$ cat config.mk
export PLATFORM = sky130hd
export DESIGN_NAME = usb_tx_arbiter_flat
export DESIGN_NICKNAME = d
export VERILOG_FILES = /design/src/rtl/usb_proto_pkg.sv /design/src/rtl/usb_tx_arbiter_if.sv /design/src/rtl/evt_fifo.sv /design/src/rtl/usb_tx_arbiter.sv /design/src/flat_wrapper.sv
export SDC_FILE = /design/constraint.sdc
export NUM_CORES = 1
export LEC_CHECK = 0
export BUFFER_PORTS_ARGS = -buffer_cell sky130_fd_sc_hd__buf_2
export CAP_MARGIN = 20
export CORE_MARGIN = 2
export CORE_UTILIZATION = 46
export CTS_CLUSTER_SIZE = 25
export DETAILED_ROUTE_END_ITERATION = 12
export GPL_ROUTABILITY_DRIVEN = 0
export PLACE_DENSITY = 0.66
export SYNTH_ARGS = -nofsm -noshare
export SYNTH_HDL_FRONTEND = slang
export SYNTH_SLANG_ARGS = --single-unit
$ cat constraint.sdc
create_clock -name clk_usb -period 3.8 [get_ports clk_usb]
set_input_delay 0.76 -clock clk_usb [delete_from_list [all_inputs] [get_ports clk_usb]]
set_output_delay 0.76 -clock clk_usb [all_outputs]
set_load 0.01 [all_outputs]
$ cat src/rtl/usb_proto_pkg.sv
// Shared USB protocol constants, arbiter state encoding and event entry layout.
package usb_proto_pkg;

    // Mode field carried in the top two bits of a header byte.
    localparam logic [1:0] MODE_EVENT = 2'b01;
    localparam logic [1:0] MODE_READ  = 2'b10;
    localparam logic [1:0] MODE_WRITE = 2'b11;
    localparam logic [7:0] CMD_MASK   = 8'h3F;

    // Queued event entry: {code[5:0], payload[15:0]}.
    localparam int unsigned EVT_W = 22;

    typedef enum logic [2:0] {
        StIdle   = 3'd0,
        StRsp    = 3'd1,
        StEvtHdr = 3'd2,
        StEvtLo  = 3'd3,
        StEvtHi  = 3'd4
    } arb_state_e;

    typedef enum logic {
        GrantEvt = 1'b0,
        GrantRsp = 1'b1
    } grant_e;

    typedef struct packed {
        logic [5:0]  code;
        logic [15:0] payload;
    } evt_entry_t;

    function automatic logic [7:0] evt_hdr_byte(input logic [5:0] code);
        return {MODE_EVENT, code};
    endfunction

endpackage

$ cat src/rtl/usb_tx_arbiter_if.sv
// Response, event and transmit byte streams shared by the arbiter and its neighbours.
interface usb_tx_arbiter_if;
    logic        rsp_valid;
    logic [7:0]  rsp_data;
    logic        rsp_last;
    logic        rsp_ready;
    logic        evt_valid;
    logic [5:0]  evt_code;
    logic [15:0] evt_payload;
    logic        tx_valid;
    logic [7:0]  tx_data;
    logic        tx_ready;

    // Arbiter side.
    modport slave (
        input  rsp_valid, rsp_data, rsp_last, evt_valid, evt_code, evt_payload, tx_ready,
        output rsp_ready, tx_valid, tx_data
    );

    // Producer / transmitter side.
    modport master (
        output rsp_valid, rsp_data, rsp_last, evt_valid, evt_code, evt_payload, tx_ready,
        input  rsp_ready, tx_valid, tx_data
    );
endinterface

$ cat src/rtl/evt_fifo.sv
// Synchronous event FIFO; a push while full is accepted only if a pop happens the same cycle.
module evt_fifo
    import usb_proto_pkg::*;
#(
    parameter int unsigned DEPTH = 8,
    parameter int unsigned WIDTH = EVT_W
) (
    input  logic             clk_usb,
    input  logic             reset_n,
    input  logic             push_i,
    input  logic [WIDTH-1:0] wdata_i,
    input  logic             pop_i,
    output logic [WIDTH-1:0] rdata_o,
    output logic             full_o,
    output logic             empty_o
);
    localparam int unsigned PtrW = $clog2(DEPTH);

    logic [WIDTH-1:0] mem_q [DEPTH];
    logic [PtrW-1:0]  wr_ptr_q, wr_ptr_d, rd_ptr_q, rd_ptr_d;
    logic [PtrW:0]    cnt_q, cnt_d;
    logic             wr_en, rd_en;

    assign full_o  = (cnt_q == (PtrW+1)'(DEPTH));
    assign empty_o = (cnt_q == '0);
    assign rdata_o = mem_q[rd_ptr_q];

    // Pointer and occupancy next-state; pointers wrap naturally (power-of-two depth).
    always_comb begin
        wr_en    = push_i && (!full_o || pop_i);
        rd_en    = pop_i && !empty_o;
        wr_ptr_d = wr_en ? wr_ptr_q + 1'b1 : wr_ptr_q;
        rd_ptr_d = rd_en ? rd_ptr_q + 1'b1 : rd_ptr_q;
        cnt_d    = cnt_q + (PtrW+1)'(wr_en) - (PtrW+1)'(rd_en);
    end

    // Pointer and occupancy registers.
    always_ff @(posedge clk_usb or negedge reset_n) begin
        if (!reset_n) begin
            wr_ptr_q <= '0;
            rd_ptr_q <= '0;
            cnt_q    <= '0;
        end else begin
            wr_ptr_q <= wr_ptr_d;
            rd_ptr_q <= rd_ptr_d;
            cnt_q    <= cnt_d;
        end
    end

    // Storage; contents are don't-care while empty so no reset is needed.
    always_ff @(posedge clk_usb) begin
        if (wr_en) begin
            mem_q[wr_ptr_q] <= wdata_i;
        end
    end

endmodule

$ cat src/rtl/usb_tx_arbiter.sv
// Packet-atomic round-robin arbiter between the register response stream and queued
// 3-byte event notifications, driving one registered USB transmit byte stream.
module usb_tx_arbiter
    import usb_proto_pkg::*;
#(
    parameter int unsigned EVT_DEPTH   = 8,
    parameter int unsigned RSP_TIMEOUT = 1024
) (
    input  logic              clk_usb,
    input  logic              reset_n,
    usb_tx_arbiter_if.slave   bus,
    input  logic              clr_overflow,
    output logic [7:0]        evt_drop_cnt,
    output logic              evt_overflow,
    output logic              rsp_timeout,
    output logic              busy
);
    localparam int unsigned WdW    = (RSP_TIMEOUT > 1) ? $clog2(RSP_TIMEOUT) : 1;
    localparam bit          WdEn   = (RSP_TIMEOUT != 0);
    localparam logic [WdW-1:0] WdLast = WdW'(RSP_TIMEOUT - 1);

    arb_state_e       state_q, state_d;
    grant_e           grant_q, grant_d;
    logic [WdW-1:0]   wd_cnt_q, wd_cnt_d;
    logic             timeout_q, timeout_d;
    logic             tx_valid_q, tx_valid_d;
    logic [7:0]       tx_data_q, tx_data_d;
    logic [7:0]       drop_cnt_q, drop_cnt_d;
    logic             ovf_q, ovf_d;

    logic             slot_free, load, pop, drop, rsp_ready;
    logic [7:0]       load_byte;
    logic             fifo_full, fifo_empty;
    logic [EVT_W-1:0] head_raw;
    evt_entry_t       head;

    assign head = evt_entry_t'(head_raw);

    evt_fifo #(
        .DEPTH (EVT_DEPTH),
        .WIDTH (EVT_W)
    ) u_evt_fifo (
        .clk_usb (clk_usb),
        .reset_n (reset_n),
        .push_i  (bus.evt_valid),
        .wdata_i ({bus.evt_code, bus.evt_payload}),
        .pop_i   (pop),
        .rdata_o (head_raw),
        .full_o  (fifo_full),
        .empty_o (fifo_empty)
    );

    // Arbitration FSM, watchdog and output-byte selection.
    always_comb begin
        slot_free = !tx_valid_q || bus.tx_ready;
        state_d   = state_q;
        grant_d   = grant_q;
        wd_cnt_d  = wd_cnt_q;
        timeout_d = 1'b0;
        load      = 1'b0;
        load_byte = 8'h00;
        pop       = 1'b0;
        rsp_ready = 1'b0;
        unique case (state_q)
            StIdle: begin
                wd_cnt_d = '0;
                if (bus.rsp_valid && !fifo_empty) begin
                    state_d = (grant_q == GrantEvt) ? StRsp : StEvtHdr;
                end else if (bus.rsp_valid) begin
                    state_d = StRsp;
                end else if (!fifo_empty) begin
                    state_d = StEvtHdr;
                end
            end
            StRsp: begin
                rsp_ready = slot_free;
                if (bus.rsp_valid && slot_free) begin
                    load      = 1'b1;
                    load_byte = bus.rsp_data;
                    wd_cnt_d  = '0;
                    if (bus.rsp_last) begin
                        state_d = StIdle;
                        grant_d = GrantRsp;
                    end
                end else if (WdEn && (wd_cnt_q == WdLast)) begin
                    // Stalled producer: abandon the packet; loaded bytes still drain.
                    timeout_d = 1'b1;
                    state_d   = StIdle;
                    grant_d   = GrantRsp;
                    wd_cnt_d  = '0;
                end else begin
                    wd_cnt_d = wd_cnt_q + 1'b1;
                end
            end
            StEvtHdr: begin
                if (slot_free) begin
                    load      = 1'b1;
                    load_byte = evt_hdr_byte(head.code);
                    state_d   = StEvtLo;
                end
            end
            StEvtLo: begin
                if (slot_free) begin
                    load      = 1'b1;
                    load_byte = head.payload[7:0];
                    state_d   = StEvtHi;
                end
            end
            StEvtHi: begin
                if (slot_free) begin
                    load      = 1'b1;
                    load_byte = head.payload[15:8];
                    pop       = 1'b1;
                    state_d   = StIdle;
                    grant_d   = GrantEvt;
                end
            end
            default: state_d = StIdle;
        endcase

        tx_valid_d = load ? 1'b1 : (bus.tx_ready ? 1'b0 : tx_valid_q);
        tx_data_d  = load ? load_byte : tx_data_q;
    end

    // Drop accounting; a same-cycle clear and drop leaves one counted drop.
    always_comb begin
        drop       = bus.evt_valid && fifo_full && !pop;
        drop_cnt_d = drop_cnt_q;
        ovf_d      = ovf_q;
        if (clr_overflow) begin
            drop_cnt_d = '0;
            ovf_d      = 1'b0;
        end
        if (drop) begin
            ovf_d      = 1'b1;
            drop_cnt_d = (drop_cnt_d == 8'hFF) ? 8'hFF : drop_cnt_d + 8'd1;
        end
    end

    // State and output registers.
    always_ff @(posedge clk_usb or negedge reset_n) begin
        if (!reset_n) begin
            state_q    <= StIdle;
            grant_q    <= GrantEvt;
            wd_cnt_q   <= '0;
            timeout_q  <= 1'b0;
            tx_valid_q <= 1'b0;
            tx_data_q  <= 8'h00;
            drop_cnt_q <= 8'h00;
            ovf_q      <= 1'b0;
        end else begin
            state_q    <= state_d;
            grant_q    <= grant_d;
            wd_cnt_q   <= wd_cnt_d;
            timeout_q  <= timeout_d;
            tx_valid_q <= tx_valid_d;
            tx_data_q  <= tx_data_d;
            drop_cnt_q <= drop_cnt_d;
            ovf_q      <= ovf_d;
        end
    end

    assign bus.rsp_ready = rsp_ready;
    assign bus.tx_valid  = tx_valid_q;
    assign bus.tx_data   = tx_data_q;
    assign evt_drop_cnt  = drop_cnt_q;
    assign evt_overflow  = ovf_q;
    assign rsp_timeout   = timeout_q;
    assign busy          = (state_q != StIdle) || tx_valid_q;

endmodule
$ cat src/flat_wrapper.sv
// flat-port wrapper written by rule: the top's interface ports become plain ports
module usb_tx_arbiter_flat import usb_proto_pkg::*;
#(
    parameter int unsigned EVT_DEPTH   = 8,
    parameter int unsigned RSP_TIMEOUT = 1024
)
  (clk_usb, reset_n, clr_overflow, evt_drop_cnt, evt_overflow, rsp_timeout, busy, bus_rsp_valid, bus_rsp_data, bus_rsp_last, bus_evt_valid, bus_evt_code, bus_evt_payload, bus_tx_ready, bus_rsp_ready, bus_tx_valid, bus_tx_data);
  usb_tx_arbiter_if bus_i ();
  input  logic clk_usb;
  input  logic reset_n;
  input  logic clr_overflow;
  output logic [7:0] evt_drop_cnt;
  output logic evt_overflow;
  output logic rsp_timeout;
  output logic busy;
  input wire logic [$bits(bus_i.rsp_valid)-1:0] bus_rsp_valid;
  input wire logic [$bits(bus_i.rsp_data)-1:0] bus_rsp_data;
  input wire logic [$bits(bus_i.rsp_last)-1:0] bus_rsp_last;
  input wire logic [$bits(bus_i.evt_valid)-1:0] bus_evt_valid;
  input wire logic [$bits(bus_i.evt_code)-1:0] bus_evt_code;
  input wire logic [$bits(bus_i.evt_payload)-1:0] bus_evt_payload;
  input wire logic [$bits(bus_i.tx_ready)-1:0] bus_tx_ready;
  output wire logic [$bits(bus_i.rsp_ready)-1:0] bus_rsp_ready;
  output wire logic [$bits(bus_i.tx_valid)-1:0] bus_tx_valid;
  output wire logic [$bits(bus_i.tx_data)-1:0] bus_tx_data;
  assign bus_i.rsp_valid = bus_rsp_valid;
  assign bus_i.rsp_data = bus_rsp_data;
  assign bus_i.rsp_last = bus_rsp_last;
  assign bus_i.evt_valid = bus_evt_valid;
  assign bus_i.evt_code = bus_evt_code;
  assign bus_i.evt_payload = bus_evt_payload;
  assign bus_i.tx_ready = bus_tx_ready;
  assign bus_rsp_ready = bus_i.rsp_ready;
  assign bus_tx_valid = bus_i.tx_valid;
  assign bus_tx_data = bus_i.tx_data;
  usb_tx_arbiter #(.EVT_DEPTH(EVT_DEPTH), .RSP_TIMEOUT(RSP_TIMEOUT)) u_core (.clk_usb(clk_usb), .reset_n(reset_n), .bus(bus_i), .clr_overflow(clr_overflow), .evt_drop_cnt(evt_drop_cnt), .evt_overflow(evt_overflow), .rsp_timeout(rsp_timeout), .busy(busy));
endmodule
==> out/qor.yml, run 1 <==
run_status:
  run_status: "finished clean"
die:
  die_area_mm2: 0.02102
  die_h_um: 145.0
  die_w_um: 145.0
  start_util_pct: 46.98
  ios: 58
  row_count: 51
  core-area_mm2: 0.01946
grt:
  grt_overflow: 0
  grt_max_degree: 44
  grt_use_total_pct: 18.32
  grt_pass1_wl_um: 30130
  grt_pass1_vias: 5311
  antenna_found_initial: 1
detailed_routing:
  viasPerCell: 5.660
  wl_um: 19120
  drcViolationCount: 0
  dr_total_vias: 5134
  dr.first_iter.drc_count: 424
  final_antenna_net_count: 0
  wl_per_cell_um: 21.08
  first_pass_iters: 5
clock_tree:
  clock_latency_ns: 0.50
  numCtsBuffers: 23
  hold_buffers: 0
  cts.sinks: 219
  h-tree-depth: 1
  clock_path_buffers: 3
  cts_tree: "built"
  path_clk_slew_ns: 0.06
  root_buffer: "clkbuf_16"
  post_cts_buffers: 0
  cts_resized: 0
critical_path:
  cp.arrival_ns: 3.27
  r2r_cells: 10
  reg2reg_from: "u_core.state_q[2]"
  worstSetupPathType: "reg2reg"
  critPathSlowestCell: "dfrtp_1"
  r2r_slack_ns: 0.95
  r2r_end: "u_core.u_evt_fifo.cnt_q[2]"
  crit_chain: "nor3b_4 > nand2_2 > a31oi_4 > inv_2 > ha_1 > inv_1 > ha_1 > inv_1 > fa_1 > xnor2_1"
  worstSetupStartpointType: "flip-flop"
  path_max_fanout: 13
  critPathCaptureType: "flip-flop"
  max_stage_delay_ns: 0.54
  cp.required_ns: 4.21
  startpoint: "u_core.state_q[2]"
timing:
  hold_viol: 0
  finalSetupViolCount: 0
  relSlewSlack_pct: 40.58
  clock.fmax_ghz: 0.3506
  finClkSkew_ns: 0.01101
  maxSlewViolCount: 0
  rsz0062_at_grt: "no"
  post-route-period-util_pct: 75.05
  tightest_slew_ns: 0.8913
  setup_tns_ns: 0
  min_period_ns: 2.852
yosys:
  yosys_warnings: 0
  yosysUniqueCellTypes: 68
  synth_top_cell_area_share_pct: 57.80
  yosys-top-cells-area: "edfxtp_1 (58%), dfrtp_1 (12%), mux4_2 (8.4%)"
  synthFlopType: "edfxtp_1"
  synthMuxAreaShare_pct: 11.29
  synth_largest_area_cell: "edfxtp_1"
  synth_edf_count: 176
  async_reset_ff_share_pct: 19.63
  syn_inst: 552
  netlist_area_mm2: 0.009144
  seq_area_frac_synth_pct: 69.57
  yosys.area_share.simple_pct: 8.320
  ys_seq_elements: 219
  syn_area_per_cell_um2: 16.56
  synth_top_family_by_area: "multiplexers"
  synthXorXnorAreaFrac_pct: 0.7663
  syn-num-nets: 600
  synth_compound_area_share_pct: 6.185
  synthAdderAreaFrac_pct: 1.587
placement:
  portBuffers: 57
  dpl_cell_area_mm2: 0.009767
  dp.final_hpwl_um: 11650
pwr:
  worst_ir_drop_vdd_v: 0.0004273
  power.leakage_nw: 3.794
  power_density_mw_per_mm2: 722.0
run:
  drv_cap: 0
layout:
  area_growth_pct: 16.06
  drive_above_1_share_pct: 26.01
  fillCellCount: 1550
  regArea_mm2: 0.006364
  layout.nets: 673
  diodes: 0
  fin_area_mm2: 0.01061
  multi_input_area_mm2: 0.002616
worst_hold_path:
  holdCritPathClass: "in2async"
[cell usage after synthesis (all sizes together) (4+ instances only)]
master / count
mux2i: 18
nor2: 15
nand2b: 8
nand4: 9
inv: 18
xor2: 4
a32oi: 8
ha: 10
a31oi: 6
clkbuf: 6
edfxtp: 176
dfrtp: 43
o21ai: 27
nand2: 36
nor3: 12
and3: 7
a21o: 4
buf: 17
nor2b: 11
nand3: 14
mux4: 36
xnor2: 4
a21oi: 13
nor3b: 4
a22oi: 7
[cells in the final DEF, fill, tap and decap left out, types with 9 or more instances in the layout]
cell         n
nand4_1      9
nand2_1     35
nor2_1      11
nor2b_1     11
mux2i_1     18
dfrtp_1     41
clkbuf_16   23
a21oi_1     11
mux4_2      34
buf_4       11
inv_1       17
nand3_1     14
buf_2       57
ha_1        10
edfxtp_1   176
o21ai_0     25
[report_power, final]
group | leakage [nW] | internal [mW] | switching [mW]
clock | 0.382 | 1.46 | 0.878
combinational | 1.26 | 0.890 | 1.07
sequential | 2.15 | 3.03 | 0.336
total | 3.79 | 5.37 | 2.29
[critical path, delay by kind of cell (launching register included)]
kind	cells	cell delay (ns)
buffers and inverters	3	0.23
adders and majority gates	3	0.82
xor gates and xnor gates	1	0.18
AOI/OAI and AO/OA	1	0.30
and+or+nand+nor	2	0.69
DFF	1	0.54
[kinds of logic after synthesis]
logic type,after synthesis
XOR/XNOR,8
adder cells (fa/ha/maj),11
buffers and inverters,41
flip-flops,219
AO/OA/AOI/OAI,81
AND/OR/NAND/NOR,135
multiplexers,57
[metal layers]
layer	routed length, um	global-route usage (%)	vias to the layer above	part of all wire (%)
met5	13	0	-	0.068
met4	304	3.713	2	1.6
met3	1081	3.270	29	5.7
met2	9603	30.71	157	50
met1	8113	25.47	2623	42
li1	-	-	2323	-
[how the worst max path moves through the flow]
stage,end
after floorplan,u_core.u_evt_fifo.mem_q[4][0]
after global placement,u_core.u_evt_fifo.cnt_q[1]
after detailed placement,u_core.u_evt_fifo.cnt_q[2]
after CTS,u_core.u_evt_fifo.cnt_q[2]
after global routing,u_core.u_evt_fifo.cnt_q[2]
final,u_core.u_evt_fifo.cnt_q[2]
[metrics by stage]
stage | power (mW) | util (%) | hold slack, ns | cells | worst slack [ns]
after floorplan | 4.765 | - | 0.4496 | 552 | 0.3672
after global placement | 5.315 | 50.18 | 0.4641 | 863 | 1.101
after detailed placement | 5.390 | 50.18 | 0.4831 | 863 | 0.9663
after CTS | 7.735 | 54.25 | 0.4714 | 905 | 0.9426
after global routing | 8.033 | 54.53 | 0.2724 | 907 | 0.7182
final | 7.662 | 54.53 | 0.2613 | 907 | 0.9481
[flip-flops by register name (all words and copies together) (netlist names)]
signal	count
u_core.u_evt_fifo.cnt_q	4
u_core.u_evt_fifo.wr_ptr_q	3
u_core.rsp_timeout	1
u_core.evt_drop_cnt	8
u_core.bus.tx_valid	1
u_core.grant_q	1
u_core.u_evt_fifo.rd_ptr_q	3
u_core.evt_overflow	1
u_core.u_evt_fifo.mem_q	176
u_core.wd_cnt_q	10
u_core.bus.tx_data	8
u_core.state_q	3
[cell type report]
class | instances | share of cell area, %
Clock buffer | 30 | 5.671
Clock inverter | 12 | 1.780
Inverter | 18 | 0.6366
Multi-Input combinational cell | 292 | 24.65
Sequential cell | 219 | 59.96
Tap cell | 265 | 3.124
Timing Repair Buffer | 71 | 4.174
Power figures use the tool's default switching activity.
==> run 2: changes to the inputs <==
Settings changed: ABC_AREA set to 1, PLACE_DENSITY 0.66 to 0.65.
Clock period 3.8 ns to 2.3 ns, I/O delays scaled along.
==> out/qor.yml, run 2 <==
worst_hold_path:
  holdCritPathClass: "in2reg"
  hold_depth: 3
  worstHoldStart: "bus_rsp_data[7]"
  holdPathEnd: "u_core.bus.tx_data[7]"
clock_tree:
  path_clk_slew_ns: 0.06  # about the same
  cts.sinks: 219  # unchanged
  numCtsBuffers: 24  # +4.3%
  cts_tree: "built"
  clock_latency_ns: 0.51  # about the same
  clock_path_buffers: 3  # unchanged
  h-tree-depth: 1  # unchanged
  root_buffer: "clkbuf_16"
timing:
  fin_ws_ns: 0.1787  # -0.7694 ns
  rsz0062_at_grt: "no"
  maxSlewViolCount: 0  # unchanged
  min_period_ns: 2.121  # -0.7306 ns
  hold_viol: 0  # unchanged
  clock.fmax_ghz: 0.4714  # +34%
  setup_tns_ns: 0  # unchanged
  finClkSkew_ns: 0.01554  # +0.004527 ns
  relSlewSlack_pct: 69.07  # +28 points
  post-route-period-util_pct: 92.23  # +17 points
  finalSetupViolCount: 0  # unchanged
  tightest_slew_ns: 0.4624  # -0.4289 ns
die:
  row_count: 53  # +3.9%
  die_area_mm2: 0.02287  # +8.8%
  start_util_pct: 47.13  # +0.15 points
  die_w_um: 151.2  # +4.3%
  die_h_um: 151.2  # +4.3%
  core-area_mm2: 0.02115  # +8.7%
  ios: 58  # unchanged
yosys:
  synth_largest_area_cell: "edfxtp_1"
  synth_edf_count: 176  # unchanged
  ys_seq_elements: 219  # unchanged
  synth_top_cell_area_share_pct: 53.01  # -4.8 points
  async_reset_ff_share_pct: 19.63  # unchanged
  seq_area_frac_synth_pct: 63.80  # -5.8 points
  syn_area_per_cell_um2: 10.01  # -40%
  yosys_warnings: 0  # unchanged
  synthTopCellsByCount: "nand2_1 (282), edfxtp_1 (176), nand3_1 (152)"
  yosys-top-cells-area: "edfxtp_1 (53%), dfrtp_1 (11%), nand2_1 (11%)"
  synthFlopType: "edfxtp_1"
  netlist_area_mm2: 0.009971  # +9.0%
  syn_inst: 996  # +80%
  synth.most_common_cell: "nand2_1"
  syn-num-nets: 1044  # +74%
  yosysUniqueCellTypes: 43  # -37%
placement:
  post-place-ws_ns: 0.09094  # -0.8754 ns
  dp.final_hpwl_um: 13750  # +18%
  portBuffers: 57  # unchanged
grt:
  grt_overflow: 0  # unchanged
  grt_max_degree: 49  # +11%
  grt_use_total_pct: 19.70  # +1.4 points
  grt_pass1_wl_um: 34850  # +16%
  antenna_found_initial: 0  # -1
  grt_pass1_vias: 6665  # +25%
detailed_routing:
  first_pass_iters: 5  # unchanged
  drcViolationCount: 0  # unchanged
  dr.first_iter.drc_count: 459  # +8.3%
  wl_um: 21590  # +13%
  wl_per_cell_um: 15.77  # -25%
  final_antenna_net_count: 0  # unchanged
  dr_total_vias: 6788  # +32%
  viasPerCell: 4.958  # -12%
layout:
  layout_common_cells: "nand2_1 (281), edfxtp_1 (176), nand3_1 (152)"
  utilization_pct: 54.37  # -0.16 points
  regMostFlops: "u_core.u_evt_fifo.mem_q"
  reg_top3: "u_core.u_evt_fifo.mem_q (176), u_core.wd_cnt_q (10)"
  area_growth_pct: 15.35
  fillCellCount: 1854  # +20%
  drive_above_1_share_pct: 14.72  # -11 points
  layout_commonest_cell: "nand2_1"
  largest_reg_flops: 176  # unchanged
  layout.nets: 1124  # +67%
  diodes: 0  # unchanged
critical_path:
  cp_top_family: "adder cells"
  r2r_slack_ns: 0.18  # -0.77 ns
  crit_buf_inv: 3  # unchanged
  worstSetupStartpointType: "flip-flop"
  r2r_cells: 10  # unchanged
  critPathCaptureType: "flip-flop"
  crit_chain: "nor2_1 > nand2_2 > nand2_8 > inv_8 > ha_1 > inv_1 > ha_1 > inv_1 > fa_1 > xnor2_1"
  worstSetupPathType: "reg2reg"
  path_max_fanout: 4  # -9
  cp.arrival_ns: 2.54  # -0.73 ns
  cp.required_ns: 2.72  # -1.49 ns
  critPathSlowestCell: "dfrtp_1"
  reg2reg_from: "u_core.u_evt_fifo.cnt_q[1]"
  r2r_end: "u_core.u_evt_fifo.cnt_q[2]"
  max_stage_delay_ns: 0.43  # -0.11 ns
pwr:
  power.leakage_nw: 5.018  # +32%
  worst_ir_drop_vdd_v: 0.0006268  # +47%
  power_density_mw_per_mm2: 1168  # +62%
run_status:
  run_status: "finished clean"
run:
  drv_cap: 0  # unchanged
-- run 2: worst max path at each step --
stage / start / to / slack [ns] / cells after the start
2_1_floorplan: bus_tx_ready / u_core.u_evt_fifo.mem_q[0][0] / -0.10 / 7
3_3_place_gp: bus_tx_ready / u_core.u_evt_fifo.cnt_q[1] / 0.14 / 12
5_1_grt: u_core.u_evt_fifo.cnt_q[1] / u_core.u_evt_fifo.cnt_q[2] / 0.03 / 10
3_5_place_dp: bus_tx_ready / u_core.u_evt_fifo.cnt_q[2] / 0.09 / 12
6_report: u_core.u_evt_fifo.cnt_q[1] / u_core.u_evt_fifo.cnt_q[2] / 0.18 / 10
4_1_cts: u_core.u_evt_fifo.cnt_q[1] / u_core.u_evt_fifo.cnt_q[2] / 0.11 / 10
-- run 2: repair_timing --
item                                   CTS  global route
hold buffers                             1             0
endpoints found under the hold margin    6             0
setup endpoints to repair                0             1
resized for setup                        0             1
setup buffers                            0             0
-- run 2: worst min-delay path, delay by kind of cell --
family / cells / cell delay (ns)
AND/OR/NAND/NOR: 2 / 0.13
buffers and inverters: 1 / 0.09
-- run 2: kinds of logic after synthesis --
group	Yosys count	share of synthesized area [%]
flip-flops	219	63.80
buffers and inverters	191	8.320
XOR/XNOR	8	0.7781
AO/OA/AOI/OAI	36	1.933
AND/OR/NAND/NOR	531	23.72
adder cells (fa/ha/maj)	11	1.456
-- run 2: area by class of cell --
cell class | count | area, um2 | share of cell area, %
multi-input combinational | 586 | 2803 | 24.37
inverter | 156 | 599.3 | 5.211
tap | 275 | 344.1 | 2.992
clock buffer | 35 | 673.1 | 5.853
timing repair buffer | 89 | 678.2 | 5.896
sequential | 219 | 6362 | 55.32
clock inverter | 9 | 41.29 | 0.3590
-- run 2: power by group --
part	total, mW	internal (mW)	switching [mW]
Combinational	4.61	1.58	3.03
Clock	3.48	2.02	1.46
Sequential	5.34	5.01	0.322
-- run 2: metrics by stage --
step	std cells	power [mW]	instance area, um2	hold slack (ns)
2_1_floorplan	996	8.537	9971	0.1644
3_3_place_gp	1324	9.976	10770	0.3050
3_5_place_dp	1324	10.05	10770	0.3064
4_1_cts	1369	13.56	11500	0.1900
5_1_grt	1369	14.35	11500	0.2177
6_report	1369	13.43	11500	0.2043
-- run 2: per-layer routing --
| layer | global-route usage (%) | up-vias | part of all wire (%) |
|---|---|---|---|
| met3 | 3.404 | 32 | 6.0 |
| li1 | - | 3398 | - |
| met4 | 4.673 | 0 | 1.7 |
| met5 | 0 | - | 0 |
| met1 | 26.96 | 3188 | 45 |
| met2 | 32.96 | 170 | 47 |
==> run 3: changes to the inputs <==
Settings changed: CTS_BUF_LIST set to sky130_fd_sc_hd__clkbuf_4, SLEW_MARGIN set to 20.
==> out/qor.yml, run 3 (same netlist as run 2, synthesis figures left out) <==
layout:
  reg_top3: "u_core.u_evt_fifo.mem_q (176), u_core.wd_cnt_q (10)"
  area_growth_pct: 15.22
  layout_commonest_cell: "nand2_1"
  largest_reg_flops: 176  # unchanged
  layout.nets: 1161  # +3.3%
  regMostFlops: "u_core.u_evt_fifo.mem_q"
  fin_area_mm2: 0.01149  # -0.11%
  layout_common_cells: "nand2_1 (281), edfxtp_1 (176), nand3_1 (152)"
  utilization_pct: 54.31  # -0.059 points
  drive_above_1_share_pct: 19.04  # +4.3 points
placement:
  dpl_cell_area_mm2: 0.01077  # unchanged
  dp.final_hpwl_um: 13750  # unchanged
  portBuffers: 57  # unchanged
detailed_routing:
  viasPerCell: 4.920  # -0.76%
  wl_per_cell_um: 15.36  # -2.6%
  drcViolationCount: 0  # unchanged
  dr.first_iter.drc_count: 469  # +2.2%
  wl_um: 21820  # +1.1%
  final_antenna_net_count: 0  # unchanged
  first_pass_iters: 5  # unchanged
  dr_total_vias: 6992  # +3.0%
critical_path:
  worstSetupStartpointType: "flip-flop"
  r2r_cells: 10  # unchanged
  cp.arrival_ns: 1.73  # -0.81 ns
  r2r_slack_ns: 0.16  # -0.02 ns
  crit_end: "bus_rsp_ready"
  r2r_end: "u_core.u_evt_fifo.cnt_q[2]"
  startpoint: "u_core.state_q[1]"
  worstSetupPathType: "reg2out"
  reg2reg_from: "u_core.u_evt_fifo.cnt_q[1]"
  path_max_fanout: 5  # +1
  cp.required_ns: 1.84  # -0.88 ns
  critPathCaptureType: "output port"
die:
  row_count: 53  # unchanged
  die_h_um: 151.2  # unchanged
  core-area_mm2: 0.02115  # unchanged
  ios: 58  # unchanged
  start_util_pct: 47.13  # unchanged
  die_w_um: 151.2  # unchanged
  die_area_mm2: 0.02287  # unchanged
timing:
  relSlewSlack_pct: 69.03  # about the same
  tightest_slew_ns: 0.4631  # +0.0007230 ns
  clock.fmax_ghz: 0.4570  # -3.1%
  maxSlewViolCount: 0  # unchanged
  setup_tns_ns: 0  # unchanged
  finClkSkew_ns: 0.05256  # +0.03702 ns
  rsz0062_at_grt: "yes"
  min_period_ns: 2.188  # +0.06690 ns
  finalSetupViolCount: 0  # unchanged
  post-route-period-util_pct: 95.14  # +2.9 points
  hold_viol: 0  # unchanged
clock_tree:
  h-tree-depth: 2  # +1
  clock_latency_ns: 0.70  # +0.19 ns
  cts.sinks: 219  # unchanged
  root_buffer: "clkbuf_4"
  path_clk_slew_ns: 0.06  # about the same
  cts_tree: "built"
  clock_path_buffers: 3  # unchanged
  numCtsBuffers: 56  # +130%
grt:
  grt_pass1_vias: 6944  # +4.2%
  antenna_found_initial: 1  # +1
  grt_max_degree: 49  # unchanged
  grt_overflow: 0  # unchanged
  grt_use_total_pct: 20.06  # +0.36 points
  grt_pass1_wl_um: 35100  # +0.71%
run:
  drv_cap: 0  # unchanged
pwr:
  power_density_mw_per_mm2: 1135  # -2.8%
  power.leakage_nw: 5.085  # +1.3%
  worst_ir_drop_vdd_v: 0.0005479  # -13%
  finalPower_mw: 13.04  # -2.9%
run_status:
  run_status: "finished clean"
worst_hold_path:
  holdCritPathClass: "in2reg"
-- run 3: changes by cell type in the layout (fill, tap and decap cells not counted), sizes merged --
cell,change
diode,+1
clkinvlp,-1
inv,+2
buf,+1
dlygate4sd3,+4
clkbuf,+45
-- run 3: layout make-up --
class	count	area (um2)
sequential	219	6364
clock buffer	80	600.6
timing repair buffer	94	725.7
tap	275	344.1
antenna	1	2.502
clock inverter	10	47.55
fill	1893	9666
inverter	156	599.3
multi-input combinational	586	2805
-- run 3: per-stage QoR --
| stage | hold WS (ns) | cells | worst slack [ns] |
|---|---|---|---|
| 3_3_place_gp | 0.3050 | 1324 | 0.1450 |
| 2_1_floorplan | 0.1644 | 996 | -0.1009 |
| 3_5_place_dp | 0.3064 | 1324 | 0.09094 |
| 6_report | 0.06041 | 1421 | 0.1118 |
| 4_1_cts | 0.0009864 | 1419 | 0.01779 |
| 5_1_grt | 0.009686 | 1421 | -0.006895 |
-- run 3: worst min-delay path by stage --
stage / start / to / slack (ns) / depth (start not counted)
final: bus_evt_payload[10] / u_core.u_evt_fifo.mem_q[7][10] / 0.06 / 1
after global routing: bus_evt_payload[4] / u_core.u_evt_fifo.mem_q[3][4] / 0.01 / 1
after CTS: bus_evt_payload[4] / u_core.u_evt_fifo.mem_q[6][4] / 0.001 / 1
after detailed placement: reset_n / u_core.wd_cnt_q[7] / 0.31 / 1
after global placement: reset_n / u_core.wd_cnt_q[7] / 0.31 / 1
after floorplan: reset_n / u_core.bus.tx_data[0] / 0.16 / 0
-- run 3: worst max-delay path: stages (launching register included) --
cell and delay, ns:
dfrtp_1 0.41, inv_2 0.14, nand2_4 0.09, nor2_4 0.17
inv_2 0.06, nor2_1 0.07, buf_2 0.13
-- run 3: where the power goes --
group / internal (mW) / total [mW] / switching (mW)
logic: 1.60 / 4.64 / 3.03
registers: 5.01 / 5.34 / 0.326
clock network: 1.58 / 3.06 / 1.49
total: 8.19 / 13.0 / 4.85
-- run 3: routing by layer --
metal  share of wire [%]  GRT usage [%]  vias to the layer above
met5                   0              0                        -
met4                 2.2          7.336                        0
met3                 6.5          4.006                       44
met2                  47          33.21                      216
met1                  44          26.29                     3237
li1                    -              -                     3495
-- run 3: what timing repair did --
item / 4_1_cts / 5_1_grt
endpoints found under the hold margin: 75 / 0
buffers inserted: 0 / 1
resized for setup: 0 / 4
endpoints found under the setup margin: 0 / 3
hold buffers: 5 / 0
